## src/rtl/factor_entry_ctrl_pkg.sv

```systemverilog
// Shared definitions for the factor entry controller: state encoding,
// button bit positions, default sizes and BCD digit step helpers.
package factor_entry_ctrl_pkg;

    localparam int NDIG_DEF = 4;
    localparam int BW_DEF   = 14;

    typedef enum logic [2:0] {
        S_IDLE   = 3'd0,
        S_EDIT   = 3'd1,
        S_CONV   = 3'd2,
        S_SUBMIT = 3'd3,
        S_WAIT   = 3'd4,
        S_SHOW   = 3'd5
    } state_t;

    localparam int B_INC   = 0;
    localparam int B_DEC   = 1;
    localparam int B_SEL   = 2;
    localparam int B_CLR   = 3;
    localparam int B_QUE   = 4;
    localparam int B_READY = 5;

    // Non-decimal codes snap back into range so a corrupted digit self-heals.
    function automatic logic [3:0] bcd_inc(input logic [3:0] d);
        return (d >= 4'd9) ? 4'd0 : d + 4'd1;
    endfunction

    function automatic logic [3:0] bcd_dec(input logic [3:0] d);
        return ((d == 4'd0) || (d > 4'd9)) ? 4'd9 : d - 4'd1;
    endfunction

endpackage

```

## src/rtl/factor_entry_ctrl_bcd_to_bin_seq.sv

```systemverilog
// Sequential BCD-to-binary converter: one digit per cycle, MSD first.
// done_o/result_o are valid in the cycle the last digit is folded in.
module bcd_to_bin_seq
    import factor_entry_ctrl_pkg::*;
#(
    parameter int NDIG = NDIG_DEF,
    parameter int BW   = BW_DEF
) (
    input  logic                 CLK,
    input  logic                 RST,
    input  logic                 start_i,
    input  logic [NDIG-1:0][3:0] digits_i,
    output logic                 done_o,
    output logic [BW-1:0]        result_o
);

    localparam int IW = (NDIG > 1) ? $clog2(NDIG) : 1;

    logic [BW-1:0] acc_q, acc_d;
    logic [IW-1:0] idx_q, idx_d;
    logic          busy_q, busy_d;
    logic [BW-1:0] acc_x10_s;
    logic [BW-1:0] mac_s;

    // acc*10 as two shifts; truncation to BW is intentional
    assign acc_x10_s = (acc_q << 3'd3) + (acc_q << 3'd1);
    assign mac_s     = acc_x10_s + {{(BW-4){1'b0}}, digits_i[idx_q]};
    assign done_o    = busy_q && (idx_q == '0);
    assign result_o  = mac_s;

    always_comb begin
        acc_d  = acc_q;
        idx_d  = idx_q;
        busy_d = busy_q;
        if (start_i) begin
            acc_d  = '0;
            idx_d  = IW'(NDIG - 1);
            busy_d = 1'b1;
        end else if (busy_q) begin
            acc_d = mac_s;
            if (idx_q == '0) begin
                busy_d = 1'b0;
            end else begin
                idx_d = idx_q - 1'b1;
            end
        end else begin
            busy_d = 1'b0;
        end
    end

    always_ff @(posedge CLK) begin
        if (RST) begin
            acc_q  <= '0;
            idx_q  <= '0;
            busy_q <= 1'b0;
        end else begin
            acc_q  <= acc_d;
            idx_q  <= idx_d;
            busy_q <= busy_d;
        end
    end

endmodule

```

## src/rtl/factor_entry_ctrl.sv

```systemverilog
// Button-driven BCD entry, conversion and operand handoff to the factorizer.
// Optional build macro TIMEOUT_EN adds an idle timeout in EDIT/SHOW.
module factor_entry_ctrl
    import factor_entry_ctrl_pkg::*;
#(
    parameter int NDIG        = NDIG_DEF,
    parameter int BW          = BW_DEF,
    parameter int TIMEOUT_CYC = 500000000,
    localparam int CW         = (NDIG > 1) ? $clog2(NDIG) : 1
) (
    input  logic              CLK,
    input  logic              RST,
    input  logic [6:0]        BTN,
    output logic [4*NDIG-1:0] DIGITS,
    output logic [CW-1:0]     CUR,
    output logic              OP_VALID,
    input  logic              OP_READY,
    output logic [BW-1:0]     OP_DATA,
    input  logic              DONE,
    output logic              ERR,
    output logic [2:0]        STATE
);

    state_t               state_q, state_d;
    logic [NDIG-1:0][3:0] digits_q, digits_d;
    logic [CW-1:0]        cur_q, cur_d;
    logic                 err_q, err_d;
    logic                 op_valid_q, op_valid_d;
    logic [BW-1:0]        op_data_q, op_data_d;

    logic          btn_inc_s, btn_dec_s, btn_sel_s, btn_clr_s, btn_que_s, btn_ready_s;
    logic          btn_any_s;
    logic          unused_btn_s;
    logic          xfer_s;
    logic          conv_start_s;
    logic          conv_done_s;
    logic [BW-1:0] conv_result_s;
    logic          conv_low_s;
    logic          tmo_hit_s;

    assign btn_inc_s    = BTN[B_INC];
    assign btn_dec_s    = BTN[B_DEC];
    assign btn_sel_s    = BTN[B_SEL];
    assign btn_clr_s    = BTN[B_CLR];
    assign btn_que_s    = BTN[B_QUE];
    assign btn_ready_s  = BTN[B_READY];
    assign btn_any_s    = |BTN[5:0];
    assign unused_btn_s = BTN[6];
    assign xfer_s       = op_valid_q && OP_READY;
    assign conv_low_s   = conv_result_s < BW'(2);
    assign conv_start_s = (state_d == S_CONV) && (state_q != S_CONV);

    bcd_to_bin_seq #(.NDIG(NDIG), .BW(BW)) u_conv (
        .CLK      (CLK),
        .RST      (RST),
        .start_i  (conv_start_s),
        .digits_i (digits_q),
        .done_o   (conv_done_s),
        .result_o (conv_result_s)
    );

`ifdef TIMEOUT_EN
    localparam int TW = $clog2(TIMEOUT_CYC + 1);
    logic [TW-1:0] tmo_q, tmo_d;
    logic          tmo_run_s;

    // A same-cycle button always beats the timeout.
    assign tmo_run_s = (state_q == S_EDIT) || (state_q == S_SHOW);
    assign tmo_hit_s = tmo_run_s && !btn_any_s && (tmo_q == TW'(TIMEOUT_CYC - 1));

    always_comb begin
        if (!tmo_run_s || btn_any_s || (state_d != state_q)) begin
            tmo_d = '0;
        end else begin
            tmo_d = tmo_q + 1'b1;
        end
    end

    always_ff @(posedge CLK) begin
        if (RST) begin
            tmo_q <= '0;
        end else begin
            tmo_q <= tmo_d;
        end
    end
`else
    localparam int unused_tmo_cyc = TIMEOUT_CYC;
    assign tmo_hit_s = 1'b0;
`endif

    always_ff @(posedge CLK) begin
        if (RST) begin
            state_q <= S_IDLE;
        end else begin
            state_q <= state_d;
        end
    end

    always_comb begin
        state_d = state_q;
        if (tmo_hit_s) begin
            state_d = S_IDLE;
        end else begin
            case (state_q)
                S_IDLE:   state_d = btn_ready_s ? S_EDIT : S_IDLE;
                S_EDIT: begin
                    if (btn_clr_s) begin
                        state_d = S_EDIT;
                    end else if (btn_que_s) begin
                        state_d = S_CONV;
                    end else begin
                        state_d = S_EDIT;
                    end
                end
                S_CONV: begin
                    if (conv_done_s) begin
                        state_d = conv_low_s ? S_EDIT : S_SUBMIT;
                    end else begin
                        state_d = S_CONV;
                    end
                end
                // CLR outranks a same-cycle transfer
                S_SUBMIT: begin
                    if (btn_clr_s) begin
                        state_d = S_EDIT;
                    end else if (xfer_s) begin
                        state_d = S_WAIT;
                    end else begin
                        state_d = S_SUBMIT;
                    end
                end
                S_WAIT:   state_d = DONE ? S_SHOW : S_WAIT;
                S_SHOW: begin
                    if (btn_ready_s || btn_clr_s) begin
                        state_d = S_EDIT;
                    end else if (btn_que_s) begin
                        state_d = S_CONV;
                    end else begin
                        state_d = S_SHOW;
                    end
                end
                default:  state_d = S_IDLE;
            endcase
        end
    end

    always_comb begin
        digits_d   = digits_q;
        cur_d      = cur_q;
        err_d      = err_q;
        op_valid_d = op_valid_q;
        op_data_d  = op_data_q;
        if (tmo_hit_s) begin
            digits_d = '0;
            cur_d    = '0;
            err_d    = 1'b0;
        end else begin
            case (state_q)
                S_IDLE, S_SHOW: begin
                    if (btn_ready_s || ((state_q == S_SHOW) && btn_clr_s)) begin
                        digits_d = '0;
                        cur_d    = '0;
                        err_d    = 1'b0;
                    end else begin
                        err_d = err_q;
                    end
                end
                // single highest-priority button acts: CLR > QUE > SEL > INC > DEC
                S_EDIT: begin
                    if (btn_clr_s) begin
                        digits_d = '0;
                        cur_d    = '0;
                        err_d    = 1'b0;
                    end else if (btn_que_s) begin
                        err_d = err_q;
                    end else if (btn_sel_s) begin
                        cur_d = (cur_q == CW'(NDIG - 1)) ? '0 : cur_q + 1'b1;
                    end else if (btn_inc_s) begin
                        digits_d[cur_q] = bcd_inc(digits_q[cur_q]);
                        err_d           = 1'b0;
                    end else if (btn_dec_s) begin
                        digits_d[cur_q] = bcd_dec(digits_q[cur_q]);
                        err_d           = 1'b0;
                    end else begin
                        err_d = err_q;
                    end
                end
                S_CONV: begin
                    if (conv_done_s && conv_low_s) begin
                        err_d = 1'b1;
                    end else if (conv_done_s) begin
                        op_valid_d = 1'b1;
                        op_data_d  = conv_result_s;
                    end else begin
                        op_valid_d = 1'b0;
                    end
                end
                S_SUBMIT: begin
                    if (btn_clr_s || xfer_s) begin
                        op_valid_d = 1'b0;
                    end else begin
                        op_valid_d = op_valid_q;
                    end
                end
                S_WAIT:  op_valid_d = 1'b0;
                default: op_valid_d = 1'b0;
            endcase
        end
    end

    always_ff @(posedge CLK) begin
        if (RST) begin
            digits_q   <= '0;
            cur_q      <= '0;
            err_q      <= 1'b0;
            op_valid_q <= 1'b0;
            op_data_q  <= '0;
        end else begin
            digits_q   <= digits_d;
            cur_q      <= cur_d;
            err_q      <= err_d;
            op_valid_q <= op_valid_d;
            op_data_q  <= op_data_d;
        end
    end

    assign DIGITS   = digits_q;
    assign CUR      = cur_q;
    assign ERR      = err_q;
    assign OP_VALID = op_valid_q;
    assign OP_DATA  = op_data_q;
    assign STATE    = state_q;

endmodule

```

## config.mk

```make
export PLATFORM = sky130hd
export DESIGN_NAME = factor_entry_ctrl
export DESIGN_NICKNAME = d
export VERILOG_FILES = /design/src/rtl/factor_entry_ctrl_pkg.sv /design/src/rtl/factor_entry_ctrl_bcd_to_bin_seq.sv /design/src/rtl/factor_entry_ctrl.sv
export SDC_FILE = /design/constraint.sdc
export NUM_CORES = 1
export LEC_CHECK = 0
export BUFFER_PORTS_ARGS = -buffer_cell sky130_fd_sc_hd__buf_2
export CAP_MARGIN = 20
export CORE_MARGIN = 2
export CORE_UTILIZATION = 50
export DETAILED_ROUTE_END_ITERATION = 6
export PLACE_DENSITY = 0.71
export SYNTH_ARGS = -nofsm -noshare
export SYNTH_HDL_FRONTEND = slang
export SYNTH_HIERARCHICAL = 1
export SYNTH_SLANG_ARGS = --single-unit
```

## constraint.sdc

```tcl
create_clock -name CLK -period 4.26 [get_ports CLK]
set_input_delay 0.639 -clock CLK [delete_from_list [all_inputs] [get_ports CLK]]
set_output_delay 0.639 -clock CLK [all_outputs]
set_load 0.005 [all_outputs]
```

==> results list <==
- Pin count of the biggest net entering global routing: 32
- Count of inserted antenna diode cells: 0
- Sequential fraction of design power: 0.533
- MaxCap Viol Count: 0
- FF-to-FF path depth: 15
- The worst hold path was traced through 2 stages.
* Final wirelength: 7880 um
- Post-place instance area: 3720 sq um
* Yosys warning count: 6
- Share of the cycle needed by the critical path after routing: 0.927
* Slew Limit Headroom: 0.465
* Gate power share: 0.087
* Post-detailed-route wirelength per cell: 15.7 um
- Aggregate negative setup slack: 0 ps
- Dividing total power by cell area gives a power density of 247 nW/um^2.
- For this design, the CTS-stage hold fixing added 0 buffers.
- Clock tree buffer depth: 2
- At the pin with the least slew margin, the transition time is 802 ps.
- Unrepaired setup endpoints after global routing: false
- STA classifies the critical path startpoint as a flip-flop.
- Clock share of power: 0.380
* Number of global-route vias before repair: 2,773
- Initial antenna violation count: 0
- At the end of the flow the core is filled with cells to 0.572.
* Gr usage total: 0.217
* Drt first pass iters: 4
- After detailed routing, the number of remaining DRC violations is 0.
- Of the post-synthesis cell area, the dominant cell type holds 0.307.
- IR analysis of the VDD net gives a maximum drop of 0.180 mV.
- STA classifies the critical path endpoint as a flip-flop.
- Portion of the post-synthesis area used by sequential elements: 0.307
- Clock network latency to the later pin of the worst-skew pair: 310 ps
- In this run, distinct cell masters in the synthesized netlist total 60.
- Global-route wire length before repair: 13,300 um
* Count of state elements after synthesis: 53
* Die Y-Extent: 87.2 um
- Clock skew on the completed layout was measured at 2.85 ps.
- The internal power of the cells totals 0.722 mW.
- Highest Clock Rate: 253 MHz
- The total overflow left after global routing is 0.
* Reg clk slew, reported paths: 100 ps
- Clock net sink count: 53
- Counting flops with a built-in enable in the synthesized netlist gives 0.
* Net switching power: 0.233 mW
- Port buffer count: 46
- The die covers 7600 sq um.
- Cell Rows: 30
- Primary flip-flop cell chosen by synthesis mapping: sky130_fd_sc_hd__dfxtp_1
- TritonCTS built the clock tree.
* Total non-filler cell area in the finished layout: 3860 sq um
- Along the worst path, the maximum fanout reaches 14.
- The number of nets handed over by synthesis was 429.
* Number of cells produced by synthesis: 385
- The number of clock buffers added by TritonCTS is 5.
- Across all layers, the routed design uses 2,978 vias.
- Cell types occupying the most area after synthesis: sky130_fd_sc_hd__dfxtp_1 (31%), sky130_fd_sc_hd__ha_1 (11%), sky130_fd_sc_hd__mux4_2 (5.2%)
- Initial Utilization: 0.512
- Standard cell core area: 6760 sq um
* Min Tclk post-route: 3950 ps
* Area delta synth->final: 11.7%
- Crit path kind: flip-flop to flip-flop
* Clock Root Buffer: sky130_fd_sc_hd__clkbuf_8
- The die is 87.2 um wide.
- Run status: complete, no violations
- STA puts the critical path data arrival time at 4130 ps.
* Net count, final: 466
* H-tree Lvls: 2
* Class of the worst hold path: flip-flop to flip-flop
- Area of the mapped netlist: 3460 sq um
* Number of nets still failing antenna checks after routing: 0
- Static Leak: 1.76 nW
- sky130_fd_sc_hd__dfxtp_1 takes more of the synthesized area than any other cell.
- The wire-length estimate of the detail-placed layout is 5930 um.
- Counting flops with an async set or reset pin after synthesis yields a share of 0.
* Finish-stage setup viols: 0
- Routed via count divided by cell count: 5.92
* Placer's final routability congestion estimate: 0.886
* Max Slew Vio Count: 0
* Number of hold violations in the final report: 0
- Crit path required time: 4440 ps
- Fraction of layout cells with a size suffix above 1: 0.194
- Mean Syn Cell Area: 8.98 sq um
- Starting DRT DRC Count: 126
- 48 I/O pins were placed.
- Switching fraction of total power: 0.244
synthesized netlist by cell type, types with 11 or more instances:
cell type,number
sky130_fd_sc_hd__a21oi_1,30
sky130_fd_sc_hd__clkbuf_1,11
sky130_fd_sc_hd__dfxtp_1,53
sky130_fd_sc_hd__ha_1,31
sky130_fd_sc_hd__inv_1,20
sky130_fd_sc_hd__mux2i_1,16
sky130_fd_sc_hd__nand2_1,31
sky130_fd_sc_hd__nand4_1,11
sky130_fd_sc_hd__nor2_1,30
sky130_fd_sc_hd__nor2b_1,12
sky130_fd_sc_hd__o21ai_0,11
sky130_fd_sc_hd__o2bb2ai_1,12
worst max-delay path: stages, from the launching register on:
cell and delay (ps):
sky130_fd_sc_hd__dfxtp_2 400, sky130_fd_sc_hd__mux4_2 530, sky130_fd_sc_hd__ha_1 300, sky130_fd_sc_hd__ha_1 230, sky130_fd_sc_hd__fa_1 420, sky130_fd_sc_hd__a21oi_2 170, sky130_fd_sc_hd__o21ai_1 120, sky130_fd_sc_hd__a21oi_2 250
sky130_fd_sc_hd__o21bai_1 120, sky130_fd_sc_hd__xor2_1 180, sky130_fd_sc_hd__nor4_1 300, sky130_fd_sc_hd__nand4_1 210, sky130_fd_sc_hd__nand2_1 180, sky130_fd_sc_hd__buf_12 170, sky130_fd_sc_hd__mux2i_1 190, sky130_fd_sc_hd__nor2_1 50
sequential cells by signal, indices dropped and copies added (netlist names):
signal         flops
u_conv/idx_q       2
DIGITS            16
u_conv/busy_q      1
STATE              3
CUR                2
OP_VALID           1
ERR                1
OP_DATA           14
u_conv/acc_q      13
through the flow:
step	total power, mW	setup slack, ps	hold slack, ps	instances
floorplan	0.581	353	453	385
global placement	0.602	272	443	493
detailed placement	0.604	200	447	493
CTS	0.963	159	461	501
global route	0.998	38.5	484	503
finish	0.956	310	457	503
layout by cell type (no fill, tap or decap), drive strengths merged, types with 5 or more instances in the layout:
| master | Yosys | routed |
|---|---|---|
| a21oi | 31 | 31 |
| buf | 8 | 50 |
| clkbuf | 12 | 6 |
| dfxtp | 53 | 53 |
| ha | 31 | 31 |
| inv | 21 | 21 |
| mux2i | 16 | 16 |
| mux4 | 9 | 9 |
| nand2 | 31 | 31 |
| nand3 | 8 | 8 |
| nand4 | 11 | 11 |
| nor2 | 30 | 30 |
| nor2b | 12 | 12 |
| o21ai | 14 | 14 |
| o2bb2ai | 16 | 16 |
| or3 | 5 | 5 |
| xnor2 | 7 | 7 |
| xor2 | 6 | 6 |
power groups by stage:
stage | Sequential (mW) | Combinational, mW | Clock, mW
final | 0.510 | 0.0829 | 0.363
after global routing | 0.512 | 0.0931 | 0.393
after CTS | 0.510 | 0.0827 | 0.370
after detailed placement | 0.521 | 0.0825 | 0
after global placement | 0.521 | 0.0809 | 0
after floorplan | 0.516 | 0.0654 | 0
layout make-up:
cell class,instances,area (sq um)
multi-input combinational,291,2230
fill,617,2890
timing repair buffer,50,273
clock buffer,6,82.6
tap,80,100
inverter,21,78.8
clock inverter,2,37.5
sequential,53,1060
repair_timing:
| item | 4_1_cts | 5_1_grt |
|---|---|---|
| buffers inserted | 0 | 2 |
| resized for setup | 0 | 2 |
| endpoints found under the setup margin | 0 | 13 |
worst paths after layout:
check	end	slack, ps	from
setup / recovery	OP_DATA[8]	310	u_conv/idx_q[0]
hold / removal	OP_DATA[13]	460	OP_DATA[13]
setup reg to reg	OP_DATA[8]	310	u_conv/idx_q[0]
hold reg to reg	OP_DATA[13]	460	OP_DATA[13]
layer usage:
layer / GRT usage / up-vias / wire [um] / share of wire
li1: - / 1475 / - / -
met1: 0.308 / 1422 / 3730 / 0.47
met2: 0.348 / 72 / 3660 / 0.46
met3: 0.0332 / 9 / 422 / 0.054
met4: 0.0503 / 0 / 76 / 0.0096
met5: 0 / - / 0 / 0
cells by family (layout without fill, tap and decap cells):
group / after synthesis / count (layout) / share of synthesized area
AND/OR/NAND/NOR: 124 / 124 / 0.183
flip-flops: 53 / 53 / 0.307
adder cells (fa/ha/maj): 33 / 33 / 0.124
XOR/XNOR: 13 / 13 / 0.0329
buffers and inverters: 41 / 79 / 0.0496
multiplexers: 27 / 27 / 0.113
AO/OA/AOI/OAI: 94 / 94 / 0.192
Power figures use the tool's default switching activity.
